## src/rtl/cnnip_pkg.sv

```systemverilog
// Shared types and constants for the cnnip memory read engine.
package cnnip_pkg;

    typedef enum logic [2:0] {IDLE, REQ, STALL, DRAIN, DONE} rd_state_e;

    localparam int unsigned WORD_BYTES = 4;
    localparam int unsigned ADDR_LSB   = 2;

endpackage

```

## src/rtl/cnnip_mem_if.sv

```systemverilog
// Port-a connection to blk_mem_wrapper: request (en/we/addr/din) and read response (dout/valid).
interface cnnip_mem_if #(
    parameter int unsigned ADDR_WIDTH = 16,
    parameter int unsigned DATA_WIDTH = 32
);
    logic                  en;
    logic                  we;
    logic [ADDR_WIDTH-1:0] addr;
    logic [DATA_WIDTH-1:0] din;
    logic [DATA_WIDTH-1:0] dout;
    logic                  valid;

    modport master (output en, we, addr, din, input dout, valid);
    modport slave  (input en, we, addr, din, output dout, valid);
endinterface

```

## src/rtl/cnnip_rd_fifo.sv

```systemverilog
// Small synchronous FIFO between the read engine and the output stream; exposes its fill count.
module cnnip_rd_fifo #(
    parameter int unsigned WIDTH      = 33,
    parameter int unsigned FIFO_DEPTH = 2,
    localparam int unsigned PTR_W     = $clog2(FIFO_DEPTH),
    localparam int unsigned CNT_W     = PTR_W + 1
) (
    input  logic             clk_a,
    input  logic             arstz_aq,
    input  logic             push,
    input  logic [WIDTH-1:0] wdata,
    input  logic             pop,
    output logic [WIDTH-1:0] rdata,
    output logic [CNT_W-1:0] count,
    output logic             full,
    output logic             empty
);

    logic [WIDTH-1:0] mem_q [FIFO_DEPTH];
    logic [PTR_W-1:0] wr_ptr_q;
    logic [PTR_W-1:0] rd_ptr_q;
    logic [CNT_W-1:0] count_q;
    logic             do_push;
    logic             do_pop;

    always_comb begin
        do_pop  = pop & (count_q != '0);
        do_push = push & ((count_q != CNT_W'(FIFO_DEPTH)) | do_pop);
    end

    always_ff @(posedge clk_a or negedge arstz_aq) begin
        if (!arstz_aq) begin
            wr_ptr_q <= '0;
            rd_ptr_q <= '0;
            count_q  <= '0;
            for (int i = 0; i < int'(FIFO_DEPTH); i++) begin
                mem_q[i] <= '0;
            end
        end else begin
            if (do_push) begin
                mem_q[wr_ptr_q] <= wdata;
                wr_ptr_q        <= wr_ptr_q + PTR_W'(1);
            end
            if (do_pop) begin
                rd_ptr_q <= rd_ptr_q + PTR_W'(1);
            end
            count_q <= count_q + CNT_W'(do_push) - CNT_W'(do_pop);
        end
    end

    always_comb begin
        rdata = mem_q[rd_ptr_q];
        count = count_q;
        full  = (count_q == CNT_W'(FIFO_DEPTH));
        empty = (count_q == '0);
    end

endmodule

```

## src/rtl/cnnip_mem_rd_engine.sv

```systemverilog
// Burst-read master: one {addr,len} command becomes single-word reads streamed out through a FIFO.
// Optional perf counters (perf_words/perf_stall) are built when CNNIP_RD_PERF_EN is defined.
module cnnip_mem_rd_engine
    import cnnip_pkg::*;
#(
    parameter int unsigned ADDR_WIDTH = 16,
    parameter int unsigned DATA_WIDTH = 32,
    parameter int unsigned LEN_WIDTH  = 12,
    parameter int unsigned FIFO_DEPTH = 2
) (
    input  logic                  clk_a,
    input  logic                  arstz_aq,
    input  logic                  cmd_valid,
    output logic                  cmd_ready,
    input  logic [ADDR_WIDTH-1:0] cmd_addr,
    input  logic [LEN_WIDTH-1:0]  cmd_len,
    cnnip_mem_if.master           mem_if,
    output logic                  m_valid,
    input  logic                  m_ready,
    output logic [DATA_WIDTH-1:0] m_data,
    output logic                  m_last,
    output logic                  busy,
`ifdef CNNIP_RD_PERF_EN
    output logic [31:0]           perf_words,
    output logic [31:0]           perf_stall,
`endif
    output logic                  done
);

    localparam int unsigned CNT_W = $clog2(FIFO_DEPTH) + 1;

    rd_state_e             state_q, state_d;
    logic [ADDR_WIDTH-1:0] addr_q, addr_d;
    logic [LEN_WIDTH-1:0]  rem_q, rem_d;

    logic                  accept;
    logic                  push;
    logic                  pop;
    logic                  room_next;
    logic [CNT_W-1:0]      count_next;
    logic [CNT_W-1:0]      fifo_count;
    logic                  fifo_full;
    logic                  fifo_empty;
    logic [DATA_WIDTH:0]   fifo_rdata;

    cnnip_rd_fifo #(
        .WIDTH      (DATA_WIDTH + 1),
        .FIFO_DEPTH (FIFO_DEPTH)
    ) u_fifo (
        .clk_a    (clk_a),
        .arstz_aq (arstz_aq),
        .push     (push),
        .wdata    ({(rem_q == LEN_WIDTH'(1)), mem_if.dout}),
        .pop      (pop),
        .rdata    (fifo_rdata),
        .count    (fifo_count),
        .full     (fifo_full),
        .empty    (fifo_empty)
    );

    always_comb begin
        accept     = cmd_valid & (state_q == IDLE);
        push       = (state_q == REQ) & mem_if.valid;
        pop        = ~fifo_empty & m_ready;
        count_next = fifo_count + CNT_W'(push) - CNT_W'(pop);
        room_next  = (count_next < CNT_W'(FIFO_DEPTH));
    end

    always_ff @(posedge clk_a or negedge arstz_aq) begin
        if (!arstz_aq) begin
            state_q <= IDLE;
            addr_q  <= '0;
            rem_q   <= '0;
        end else begin
            state_q <= state_d;
            addr_q  <= addr_d;
            rem_q   <= rem_d;
        end
    end

    // A request is only entered with a FIFO slot already guaranteed.
    always_comb begin
        state_d = state_q;
        unique case (state_q)
            IDLE: begin
                if (accept) begin
                    if (cmd_len == '0) begin
                        state_d = DONE;
                    end else if (room_next) begin
                        state_d = REQ;
                    end else begin
                        state_d = STALL;
                    end
                end
            end
            REQ: begin
                if (mem_if.valid) begin
                    if (rem_q == LEN_WIDTH'(1)) begin
                        state_d = DRAIN;
                    end else if (room_next) begin
                        state_d = REQ;
                    end else begin
                        state_d = STALL;
                    end
                end
            end
            STALL:   if (room_next) state_d = REQ;
            DRAIN:   if (fifo_empty) state_d = IDLE;
            DONE:    state_d = IDLE;
            default: state_d = IDLE;
        endcase
    end

    always_comb begin
        addr_d = addr_q;
        rem_d  = rem_q;
        if (accept) begin
            addr_d = cmd_addr & ~ADDR_WIDTH'(WORD_BYTES - 1);
            rem_d  = cmd_len;
        end else if (push) begin
            addr_d = addr_q + ADDR_WIDTH'(WORD_BYTES);
            rem_d  = rem_q - LEN_WIDTH'(1);
        end
    end

    always_comb begin
        cmd_ready   = (state_q == IDLE);
        mem_if.en   = (state_q == REQ);
        mem_if.addr = addr_q;
        mem_if.we   = 1'b0;
        mem_if.din  = '0;
        m_valid     = ~fifo_empty;
        m_data      = fifo_rdata[DATA_WIDTH-1:0];
        m_last      = ~fifo_empty & fifo_rdata[DATA_WIDTH];
        busy        = (state_q != IDLE) | ~fifo_empty;
        done        = (state_q == DONE) | (pop & fifo_rdata[DATA_WIDTH]);
    end

    no_overflow_a: assert property (@(posedge clk_a) disable iff (!arstz_aq) push |-> !fifo_full);

`ifdef CNNIP_RD_PERF_EN
    logic [31:0] perf_words_q;
    logic [31:0] perf_stall_q;

    always_ff @(posedge clk_a or negedge arstz_aq) begin
        if (!arstz_aq) begin
            perf_words_q <= '0;
            perf_stall_q <= '0;
        end else if (accept) begin
            perf_words_q <= '0;
            perf_stall_q <= '0;
        end else begin
            if (push && perf_words_q != '1) begin
                perf_words_q <= perf_words_q + 32'd1;
            end
            if (!fifo_empty && !m_ready && perf_stall_q != '1) begin
                perf_stall_q <= perf_stall_q + 32'd1;
            end
        end
    end

    always_comb begin
        perf_words = perf_words_q;
        perf_stall = perf_stall_q;
    end
`endif

endmodule
```

## src/flat_wrapper.sv

```systemverilog
// flat-port wrapper written by rule: the top's interface ports become plain ports
module cnnip_mem_rd_engine_flat import cnnip_pkg::*;
#(
    parameter int unsigned ADDR_WIDTH = 16,
    parameter int unsigned DATA_WIDTH = 32,
    parameter int unsigned LEN_WIDTH  = 12,
    parameter int unsigned FIFO_DEPTH = 2
)
  (clk_a, arstz_aq, cmd_valid, cmd_ready, cmd_addr, cmd_len, m_valid, m_ready, m_data, m_last, busy, done, mem_if_en, mem_if_we, mem_if_addr, mem_if_din, mem_if_dout, mem_if_valid);
  cnnip_mem_if #(.ADDR_WIDTH(ADDR_WIDTH), .DATA_WIDTH(DATA_WIDTH)) mem_if_i ();
  input  logic clk_a;
  input  logic arstz_aq;
  input  logic cmd_valid;
  output logic cmd_ready;
  input  logic [ADDR_WIDTH-1:0] cmd_addr;
  input  logic [LEN_WIDTH-1:0] cmd_len;
  output logic m_valid;
  input  logic m_ready;
  output logic [DATA_WIDTH-1:0] m_data;
  output logic m_last;
  output logic busy;
  output logic done;
  output wire logic [$bits(mem_if_i.en)-1:0] mem_if_en;
  output wire logic [$bits(mem_if_i.we)-1:0] mem_if_we;
  output wire logic [$bits(mem_if_i.addr)-1:0] mem_if_addr;
  output wire logic [$bits(mem_if_i.din)-1:0] mem_if_din;
  input wire logic [$bits(mem_if_i.dout)-1:0] mem_if_dout;
  input wire logic [$bits(mem_if_i.valid)-1:0] mem_if_valid;
  assign mem_if_en = mem_if_i.en;
  assign mem_if_we = mem_if_i.we;
  assign mem_if_addr = mem_if_i.addr;
  assign mem_if_din = mem_if_i.din;
  assign mem_if_i.dout = mem_if_dout;
  assign mem_if_i.valid = mem_if_valid;
  cnnip_mem_rd_engine #(.ADDR_WIDTH(ADDR_WIDTH), .DATA_WIDTH(DATA_WIDTH), .LEN_WIDTH(LEN_WIDTH), .FIFO_DEPTH(FIFO_DEPTH)) u_core (.clk_a(clk_a), .arstz_aq(arstz_aq), .cmd_valid(cmd_valid), .cmd_ready(cmd_ready), .cmd_addr(cmd_addr), .cmd_len(cmd_len), .mem_if(mem_if_i), .m_valid(m_valid), .m_ready(m_ready), .m_data(m_data), .m_last(m_last), .busy(busy), .done(done));
endmodule
```

## config.mk

```make
export PLATFORM = sky130hd
export DESIGN_NAME = cnnip_mem_rd_engine_flat
export DESIGN_NICKNAME = d
export VERILOG_FILES = /design/src/rtl/cnnip_pkg.sv /design/src/rtl/cnnip_mem_if.sv /design/src/rtl/cnnip_rd_fifo.sv /design/src/rtl/cnnip_mem_rd_engine.sv /design/src/flat_wrapper.sv
export SDC_FILE = /design/constraint.sdc
export NUM_CORES = 1
export LEC_CHECK = 0
export BUFFER_PORTS_ARGS = -buffer_cell sky130_fd_sc_hd__buf_2
export CORE_UTILIZATION = 52
export DETAILED_ROUTE_END_ITERATION = 7
export PLACE_DENSITY = 0.91
export SYNTH_ARGS = -nofsm -noshare
export SYNTH_HDL_FRONTEND = slang
export SYNTH_SLANG_ARGS = --single-unit
export TNS_END_PERCENT = 5
```

## constraint.sdc

```tcl
create_clock -name clk_a -period 3.4 [get_ports clk_a]
set_input_delay 0.68 -clock clk_a [delete_from_list [all_inputs] [get_ports clk_a]]
set_output_delay 0.68 -clock clk_a [all_outputs]
set_load 0.01 [all_outputs]
```

==> qor.txt, run 1 <==
Initial Utilization: 0.5414
Worst VDD drop: 381.1 µV
Max Clock Skew: 0.01190 ns
initial antenna violation count: 0
DRT Pass-1 Iters: 4
reg2reg setup slack: 0.72 ns
vias per cell: 5.401
Post-DRT Antenna Nets: 0
Clock Sinks: 99
Hold/Removal Path Class: register to register
per-cell routed wire length: 15.09 µm
Reg-to-Reg End: u_core.state_q[0]$_DFFE_PN0P_
Worst-path clk slew: 0.10 ns
RSZ-0062 raised after global routing: false
Worst Setup Start Kind: register
synthesis-to-finish area growth: 14.91%
Filler Cell Count: 770
setup TNS: 0 ns
Netlist cell types: 50
Fin Hold WS: 0.4908 ns
Worst slew margin: 0.2543
Rows: 35
GP Congestion: 0.8204
Leakage Power: 2.695 nW
DR top layer: met4
Seq cells post-synth: 99
PortBufs: 114
min cycle time layout: 2.676 ns
die area: 0.01006 mm²
number of global-route vias before repair: 3,633
Post-Syn Area: 0.005026 mm²
Syn Inst Count: 433
r2r worst-path depth: 8
Synth Warn #: 0
clk buf depth: 2
CORE AREA: 0.009284 mm²
Initial DRC Count: 130
H-tree depth: 3
fin crit share: 0.7870
Routed met1 length: 4318 µm
number of synthesized flops with an enable pin: 0
critical path arrival: 2.96 ns
CTS Buf Count: 9
status: complete, no violations
Req. time, crit path: 3.68 ns
Clock Latency Late Sink: 0.35 ns
final wirelength: 10,230 µm
Post-route DRC: 0
Post-CTS Setup Inserts: 0
Setup violations, final: 0
CTS resizes: 0
Max Clk Rate: 0.3737 GHz
Fin. Hold Viols: 0
CTS tree: built
maximum fanout along the worst path: 18
Post-synth ARST share: 1.000
GRT overflow: 0
Total GRT Usage: 0.2094
synthesized area per cell: 11.61 µm²
largest net degree at the start of global routing: 91
Die Y: 100.3 µm
Vias: 3,662
layout cells sized above 1: 0.3188
top-level port count: 152
Pwr Density: 889.4 mW/mm²
first-pass GRT wire length: 16,770 µm
CP endpoint: u_core.state_q[0]$_DFFE_PN0P_
Die Wd: 100.3 µm
Root Buffer: clkbuf_8
Slew @ Worst Pin: 1.119 ns
Final HPWL DP: 7320 µm
share of the yosys chip area belonging to registers: 0.4929
Setup CP Type: register to register
CTS Hold Bufs: 0
number of diodes: 0
Max Slew Vio Count: 0
Critical R2R Launch: u_core.state_q[1]$_DFFE_PN0P_
met2 wire len: 5125 µm
Worst setup startpoint: u_core.state_q[1]$_DFFE_PN0P_
met3 WL post-DR: 639 µm
Max-cap violations: 0
WHS Path Cells: 1
most common cell after layout, fill and taps aside: buf_2
post-layout net count: 615
element type at the critical path end: register
commonest non-fill, non-tap cells in the layout: buf_2 (113), dfrtp_1 (99), mux2_1 (66), nand2_1 (36), conb_1 (35)
top_reg_cell synth: dfrtp_1
cells by family after synthesis:
group	Yosys count	synth area share
AOI/OAI and AO/OA	51	0.06846
xor gates and xnor gates	14	0.02440
adders and majority gates	6	0.01494
buffers and inverters	62	0.07618
DFF	99	0.4929
muxes	100	0.2236
other	1	0.0007461
and+or+nand+nor	100	0.09884
power by group:
part	switching [mW]	total, mW	leakage, nW	internal, mW
Clock	0.415	0.715	0.0965	0.300
Combinational	1.13	2.25	1.39	1.12
Sequential	0.426	2.17	1.20	1.75
Total	1.97	5.14	2.69	3.17
worst min path at each step:
stage | start | to | slack, ns
after floorplan | arstz_aq | u_core.mem_if.addr[10]$_DFFE_PN0N_ | 0.38
after global placement | u_core.u_fifo.mem_q[33]$_DFFE_PN0P_ | u_core.u_fifo.mem_q[33]$_DFFE_PN0P_ | 0.46
after detailed placement | u_core.u_fifo.mem_q[46]$_DFFE_PN0P_ | u_core.u_fifo.mem_q[46]$_DFFE_PN0P_ | 0.47
after CTS | u_core.u_fifo.mem_q[46]$_DFFE_PN0P_ | u_core.u_fifo.mem_q[46]$_DFFE_PN0P_ | 0.49
after global routing | u_core.u_fifo.mem_q[46]$_DFFE_PN0P_ | u_core.u_fifo.mem_q[46]$_DFFE_PN0P_ | 0.51
final | u_core.u_fifo.mem_q[46]$_DFFE_PN0P_ | u_core.u_fifo.mem_q[46]$_DFFE_PN0P_ | 0.49
worst max-delay path, cell delays in order (launching register included):
cell and delay, ns:
dfrtp_1 0.50, and4bb_2 0.55, inv_2 0.22, ha_1 0.32, nor2b_1 0.21, xor2_1 0.26, a21oi_1 0.11, a311o_1 0.36
o21ai_1 0.08
sequential cells by signal (all words and copies together) (netlist names):
| register | cells |
|---|---|
| u_core.mem_if.addr | 14 |
| u_core.rem_q | 12 |
| u_core.state_q | 3 |
| u_core.u_fifo.count | 2 |
| u_core.u_fifo.mem_q | 66 |
| u_core.u_fifo.rd_ptr_q | 1 |
| u_core.u_fifo.wr_ptr_q | 1 |
cell type report:
cell class	count	area [µm²]	share of cell area
sequential	99	2477	0.4289
multi-input combinational	306	2298	0.3980
timing repair buffer	119	610.6	0.1057
tap	129	161.4	0.02795
clock buffer	10	137.6	0.02383
clock inverter	6	56.30	0.009749
inverter	9	33.78	0.005849
cell usage after synthesis (all sizes together), types with 2 or more instances:
master,number,share of area
o311ai,5,0.0087
mux2,98,0.22
clkbuf,7,0.0052
xor2,7,0.012
dfrtp,99,0.49
nor3,8,0.0080
or4,4,0.0067
nor2,16,0.012
ha,6,0.015
a221o,3,0.0060
a31oi,2,0.0025
a21oi,8,0.0087
nand2b,3,0.0037
or3,2,0.0035
buf,46,0.064
nand2,36,0.027
o21ai,16,0.016
xnor2,7,0.012
o211ai,8,0.012
nor4,7,0.010
mux2i,2,0.0040
inv,9,0.0067
nand3,16,0.016
a22oi,2,0.0030
per-stage QoR:
step	power (mW)	cell area, µm²	utilization	cells	setup slack [ns]
finish	5.137	5776	0.6221	678	0.7242
floorplan	3.701	5154	-	467	0.8314
global route	5.504	5776	0.6221	678	0.5541
CTS	5.186	5776	0.6221	678	0.7437
global placement	4.290	5582	0.6012	662	0.6053
detailed placement	4.449	5582	0.6012	662	0.5539
routing by layer:
layer  vias to the layer above  GRT usage
met5                         -          0
met4                         0    0.07246
met3                        18    0.04387
met2                       140     0.3667
met1                      1808     0.2564
li1                       1696          -
(Power assumes the default switching activity.)
==> run 2: changes to the inputs <==
--- a/config.mk
+++ b/config.mk
@@ -5,8 +5,9 @@
 export SDC_FILE = /design/constraint.sdc
 export NUM_CORES = 1
 export LEC_CHECK = 0
+export ABC_AREA = 1
 export BUFFER_PORTS_ARGS = -buffer_cell sky130_fd_sc_hd__buf_2
-export CORE_UTILIZATION = 52
+export CORE_UTILIZATION = 53
 export DETAILED_ROUTE_END_ITERATION = 7
 export PLACE_DENSITY = 0.91
 export SYNTH_ARGS = -nofsm -noshare
==> constraint.sdc (replaced) <==
create_clock -name clk_a -period 2.8 [get_ports clk_a]
set_input_delay 0.56 -clock clk_a [delete_from_list [all_inputs] [get_ports clk_a]]
set_output_delay 0.56 -clock clk_a [all_outputs]
set_load 0.01 [all_outputs]
==> qor.txt, run 2 <==
Vias: 4,667
Die Wd: 102.3 µm
clk buf depth: 2
max reg flops: 66
largest cells by area after synthesis: dfrtp_1 (47%), nand2_1 (18%), o21ai_0 (7.1%), buf_4 (5.5%), inv_1 (4.8%)
CORE AREA: 0.009774 mm²
most numerous cell in the Yosys netlist: nand2_1
GRT overflow: 0
Req. time, crit path: 2.24 ns
number of synthesized flops with an enable pin: 0
Max Clk Rate: 0.4400 GHz
RSZ-0062 raised after global routing: false
H-tree depth: 3
vias per cell: 4.939
die area: 0.01046 mm²
CTS tree: built
Clock Sinks: 99
Max Slew Vio Count: 0
Fin. Hold Viols: 0
Worst slew margin: 0.5833
maximum fanout along the worst path: 50
Pwr Density: 1064 mW/mm²
Root Buffer: clkbuf_8
Worst-path clk slew: 0.11 ns
largest net degree at the start of global routing: 65
critical path arrival: 1.71 ns
number of global-route vias before repair: 4,072
most common cell after layout, fill and taps aside: nand2_1
synthesis-to-finish area growth: 13.43%
final wirelength: 11,140 µm
overall power: 6.431 mW
Initial Utilization: 0.5451
r2r worst-path depth: 13
element type at the critical path end: output pin
Worst VDD drop: 515.7 µV
number of diodes: 0
Synth top area share: 0.4650
Hold/Removal Path Class: input port to async pin
CTS Hold Bufs: 0
Worst Setup Start Kind: register
post-layout net count: 878
Biggest register: u_core.u_fifo.mem_q
first-pass GRT wire length: 18,200 µm
commonest cells in the netlist: nand2_1 (261), dfrtp_1 (99), o21ai_0 (76)
Leakage Power: 3.208 nW
CTS Buf Count: 9
Seq cells post-synth: 99
Post-synth ARST share: 1.000
PortBufs: 114
DRT Pass-1 Iters: 5
Clock Latency Late Sink: 0.36 ns
GP Congestion: 0.8599
Max Clock Skew: 0.01308 ns
synthesized area per cell: 7.600 µm²
top-level port count: 152
Synth Warn #: 0
Final HPWL DP: 7844 µm
initial antenna violation count: 0
Initial DRC Count: 232
fin crit share: 0.8118
commonest non-fill, non-tap cells in the layout: nand2_1 (261), buf_2 (113), dfrtp_1 (98), o21ai_0 (76), inv_1 (68)
Post-DRT Antenna Nets: 0
Filler Cell Count: 866
layout cells sized above 1: 0.1860
status: complete, no violations
Post-CTS Setup Inserts: 0
Netlist cell types: 35
Synth area leader: dfrtp_1
Slew @ Worst Pin: 0.6251 ns
Setup CP Type: register to output pin
Syn Inst Count: 701
Max-cap violations: 0
min cycle time layout: 2.273 ns
Setup violations, final: 0
Die Y: 102.3 µm
setup TNS: 0 ns
CTS resizes: 0
Rows: 36
Post-Syn Area: 0.005328 mm²
per-cell routed wire length: 11.79 µm
top_reg_cell synth: dfrtp_1
share of the yosys chip area belonging to registers: 0.4650
Post-route DRC: 0
Total GRT Usage: 0.2197
-- run 2: changes by cell type in the layout (fill, tap and decap cells not counted), moves of 4 or more --
| cell | change |
|---|---|
| o21ai_1 | -5 |
| nand3_1 | +20 |
| nor4_1 | -5 |
| nor3_1 | -4 |
| inv_1 | +61 |
| nor2_1 | +17 |
| nand2_1 | +225 |
| o311ai_1 | -5 |
| mux2_2 | -32 |
| mux2_1 | -66 |
| o21ai_0 | +71 |
| xnor2_1 | -4 |
-- run 2: final timing paths --
check | slack (ns) | endpoint | start
setup reg to reg | 0.62 | u_core.state_q[0]$_DFFE_PN0P_ | u_core.state_q[2]$_DFFE_PN0P_
setup / recovery | 0.53 | m_data[14] | u_core.u_fifo.rd_ptr_q$_DFFE_PN0N_
hold reg to reg | 0.49 | u_core.u_fifo.mem_q[10]$_DFFE_PN0P_ | u_core.u_fifo.mem_q[10]$_DFFE_PN0P_
max in group asynchronous | 2.04 | u_core.u_fifo.rd_ptr_q$_DFFE_PN0N_ | arstz_aq
hold / removal | 0.29 | u_core.u_fifo.mem_q[38]$_DFFE_PN0P_ | arstz_aq
min in group clk_a | 0.39 | u_core.mem_if.addr[2]$_DFFE_PN0N_ | cmd_addr[2]
-- run 2: area by class of cell --
class                      count  area, µm²  area share
sequential                    99       2479      0.4101
multi-input combinational    502       2276      0.3766
timing repair buffer         122      633.1      0.1048
inverter                      73      276.5     0.04576
tap                          133      166.4     0.02754
clock buffer                   9      123.9     0.02050
clock inverter                 7      88.84     0.01470
-- run 2: per-layer routing --
| layer | track usage | up-vias | wire (µm) |
|---|---|---|---|
| met3 | 0.04036 | 14 | 715 |
| met5 | 0 | - | 0 |
| li1 | - | 2339 | - |
| met1 | 0.2846 | 2146 | 4821 |
| met2 | 0.3702 | 168 | 5461 |
| met4 | 0.07582 | 0 | 139 |
-- run 2: cell families after synthesis --
logic type / synth area share
AND/OR/NAND/NOR: 0.2647
buffers and inverters: 0.1317
AO/OA/AOI/OAI: 0.1022
flip-flops: 0.4650
XOR/XNOR: 0.01973
adder cells (fa/ha/maj): 0.01409
other: 0.0007039
multiplexers: 0.001879
-- run 2: worst max-delay path, stage by stage (launching register included) --
cell	delay (ns)
dfrtp_2	0.55
buf_4	0.43
nand2_1	0.09
o21ai_0	0.10
buf_2	0.16
-- run 2: stage by stage --
step | hold slack [ns] | instances | utilization | setup slack [ns] | area (µm²)
finish | 0.2872 | 945 | 0.6183 | 0.5271 | 6043
global route | 0.3264 | 945 | 0.6183 | 0.3592 | 6043
CTS | 0.2897 | 945 | 0.6183 | 0.5129 | 6043
detailed placement | 0.4653 | 929 | 0.5965 | 0.4913 | 5831
global placement | 0.4617 | 929 | 0.5965 | 0.5552 | 5831
floorplan | 0.2644 | 735 | - | 0.8055 | 5455
-- run 2: power breakdown --
group / internal [mW] / switching, mW
registers: 2.09 / 0.434
clock network: 0.365 / 0.569
logic: 1.12 / 1.85
==> run 3: changes to the inputs <==
==> constraint.sdc (replaced) <==
create_clock -name clk_a -period 2.3 [get_ports clk_a]
set_input_delay 0.46 -clock clk_a [delete_from_list [all_inputs] [get_ports clk_a]]
set_output_delay 0.46 -clock clk_a [all_outputs]
set_load 0.01 [all_outputs]
==> qor.txt, run 3 (synthesis gave the netlist of run 2 again) <==
status: complete, no violations
clk buf depth: 2
Slew @ Worst Pin: 0.6310 ns
Die Wd: 102.3 µm
vias per cell: 4.939
PortBufs: 114
post-layout net count: 880
DRT Pass-1 Iters: 5
Setup violations, final: 0
Worst Setup Start Kind: register
fin crit share: 0.8720
Critical R2R Launch: u_core.state_q[2]$_DFFE_PN0P_
GP Congestion: 0.8538
CTS tree: built
CTS Buf Count: 9
most common cell after layout, fill and taps aside: nand2_1
RSZ-0062 raised after global routing: false
setup TNS: 0 ns
Total GRT Usage: 0.2248
final wirelength: 11,430 µm
r2r worst-path depth: 13
Final HPWL DP: 8232 µm
layout cells sized above 1: 0.1880
Rows: 36
CTS Hold Bufs: 0
Post-CTS Setup Inserts: 0
Leakage Power: 3.232 nW
GRT overflow: 0
maximum fanout along the worst path: 22
Worst-path clk slew: 0.10 ns
die area: 0.01046 mm²
Biggest register: u_core.u_fifo.mem_q
Hold/Removal Path Class: input port to async pin
max reg flops: 66
H-tree depth: 3
Setup CP Type: register to output pin
top-level port count: 152
largest net degree at the start of global routing: 65
number of diodes: 0
synthesis-to-finish area growth: 14.56%
Pwr Density: 1305 mW/mm²
initial antenna violation count: 0
Post-route DRC: 0
Die Y: 102.3 µm
crit-path leading delay family: flip-flops
crit path max-delay cell type: dfrtp_2
Filler Cell Count: 877
number of global-route vias before repair: 4,218
Clock Sinks: 99
Reg-to-Reg End: u_core.state_q[0]$_DFFE_PN0P_
Worst slew margin: 0.5793
Fin. Hold Viols: 0
first-pass GRT wire length: 18,600 µm
commonest non-fill, non-tap cells in the layout: nand2_1 (261), buf_2 (113), dfrtp_1 (98), o21ai_0 (76), inv_1 (68)
Post-DRT Antenna Nets: 0
Max Clock Skew: 0.01460 ns
max incr delay on CP: 0.59 ns
Initial DRC Count: 222
Vias: 4,677
Initial Utilization: 0.5451
Max Slew Vio Count: 0
min cycle time layout: 2.006 ns
CP Buf/Inv Count: 2
overall power: 7.964 mW
CTS resizes: 0
Max-cap violations: 0
Max Clk Rate: 0.4986 GHz
Cell Chain, Critical Path: buf_4 > nand2_1 > o21ai_0 > buf_2
reg2reg setup slack: 0.32 ns
element type at the critical path end: output pin
Req. time, crit path: 1.84 ns
per-cell routed wire length: 12.07 µm
critical path arrival: 1.55 ns
Worst VDD drop: 639.8 µV
CORE AREA: 0.009774 mm²
CP Depth: 4
Root Buffer: clkbuf_8
Clock Latency Late Sink: 0.36 ns
## run 3: changes by cell type in the layout (fill, tap and decap cells not counted), sizes merged
| cell | before | now |
|---|---|---|
| buf | 122 | 124 |
| inv | 77 | 76 |
| clkinvlp | 0 | 1 |
| bufinv | 0 | 1 |
| clkinv | 3 | 2 |
## run 3: per-layer routing
metal | track usage | part of all wire
met1 | 0.2862 | 0.43
met2 | 0.3887 | 0.50
met3 | 0.04378 | 0.064
met4 | 0.06593 | 0.012
met5 | 0 | 0
## run 3: power breakdown
group          total [mW]  internal (mW)  switching, mW
combinational        3.67           1.40           2.27
sequential           3.10           2.55          0.548
clock                1.19          0.533          0.662
## run 3: stage by stage
stage               cells  hold WS, ns  utilization  setup WS, ns  area [µm²]
finish                947      0.09760       0.6244        0.2944        6103
global route          947       0.1422       0.6244        0.1243        6103
CTS                   947       0.1219       0.6244        0.2800        6103
detailed placement    931       0.4650       0.6019        0.3151        5883
global placement      931       0.4618       0.6019        0.3821        5883
floorplan             735       0.1644            -        0.3729        5455
## run 3: area by class of cell
cell class / count / area [µm²] / share of cell area
flip-flops and latches: 99 / 2479 / 0.4061
multi-input cells: 502 / 2276 / 0.3729
repair buffers: 124 / 685.7 / 0.1123
inverters: 73 / 276.5 / 0.04531
well taps: 133 / 166.4 / 0.02727
clock buffers: 9 / 123.9 / 0.02030
clock inverters: 7 / 96.34 / 0.01579
## run 3: worst max path at each step
stage / to / slack, ns / startpoint
floorplan: u_core.state_q[0]$_DFFE_PN0P_ / 0.37 / u_core.state_q[2]$_DFFE_PN0P_
global placement: u_core.state_q[0]$_DFFE_PN0P_ / 0.38 / mem_if_valid
detailed placement: u_core.state_q[0]$_DFFE_PN0P_ / 0.32 / mem_if_valid
CTS: m_data[4] / 0.28 / u_core.u_fifo.rd_ptr_q$_DFFE_PN0N_
global route: u_core.state_q[0]$_DFFE_PN0P_ / 0.12 / u_core.state_q[2]$_DFFE_PN0P_
finish: m_data[4] / 0.29 / u_core.u_fifo.rd_ptr_q$_DFFE_PN0N_
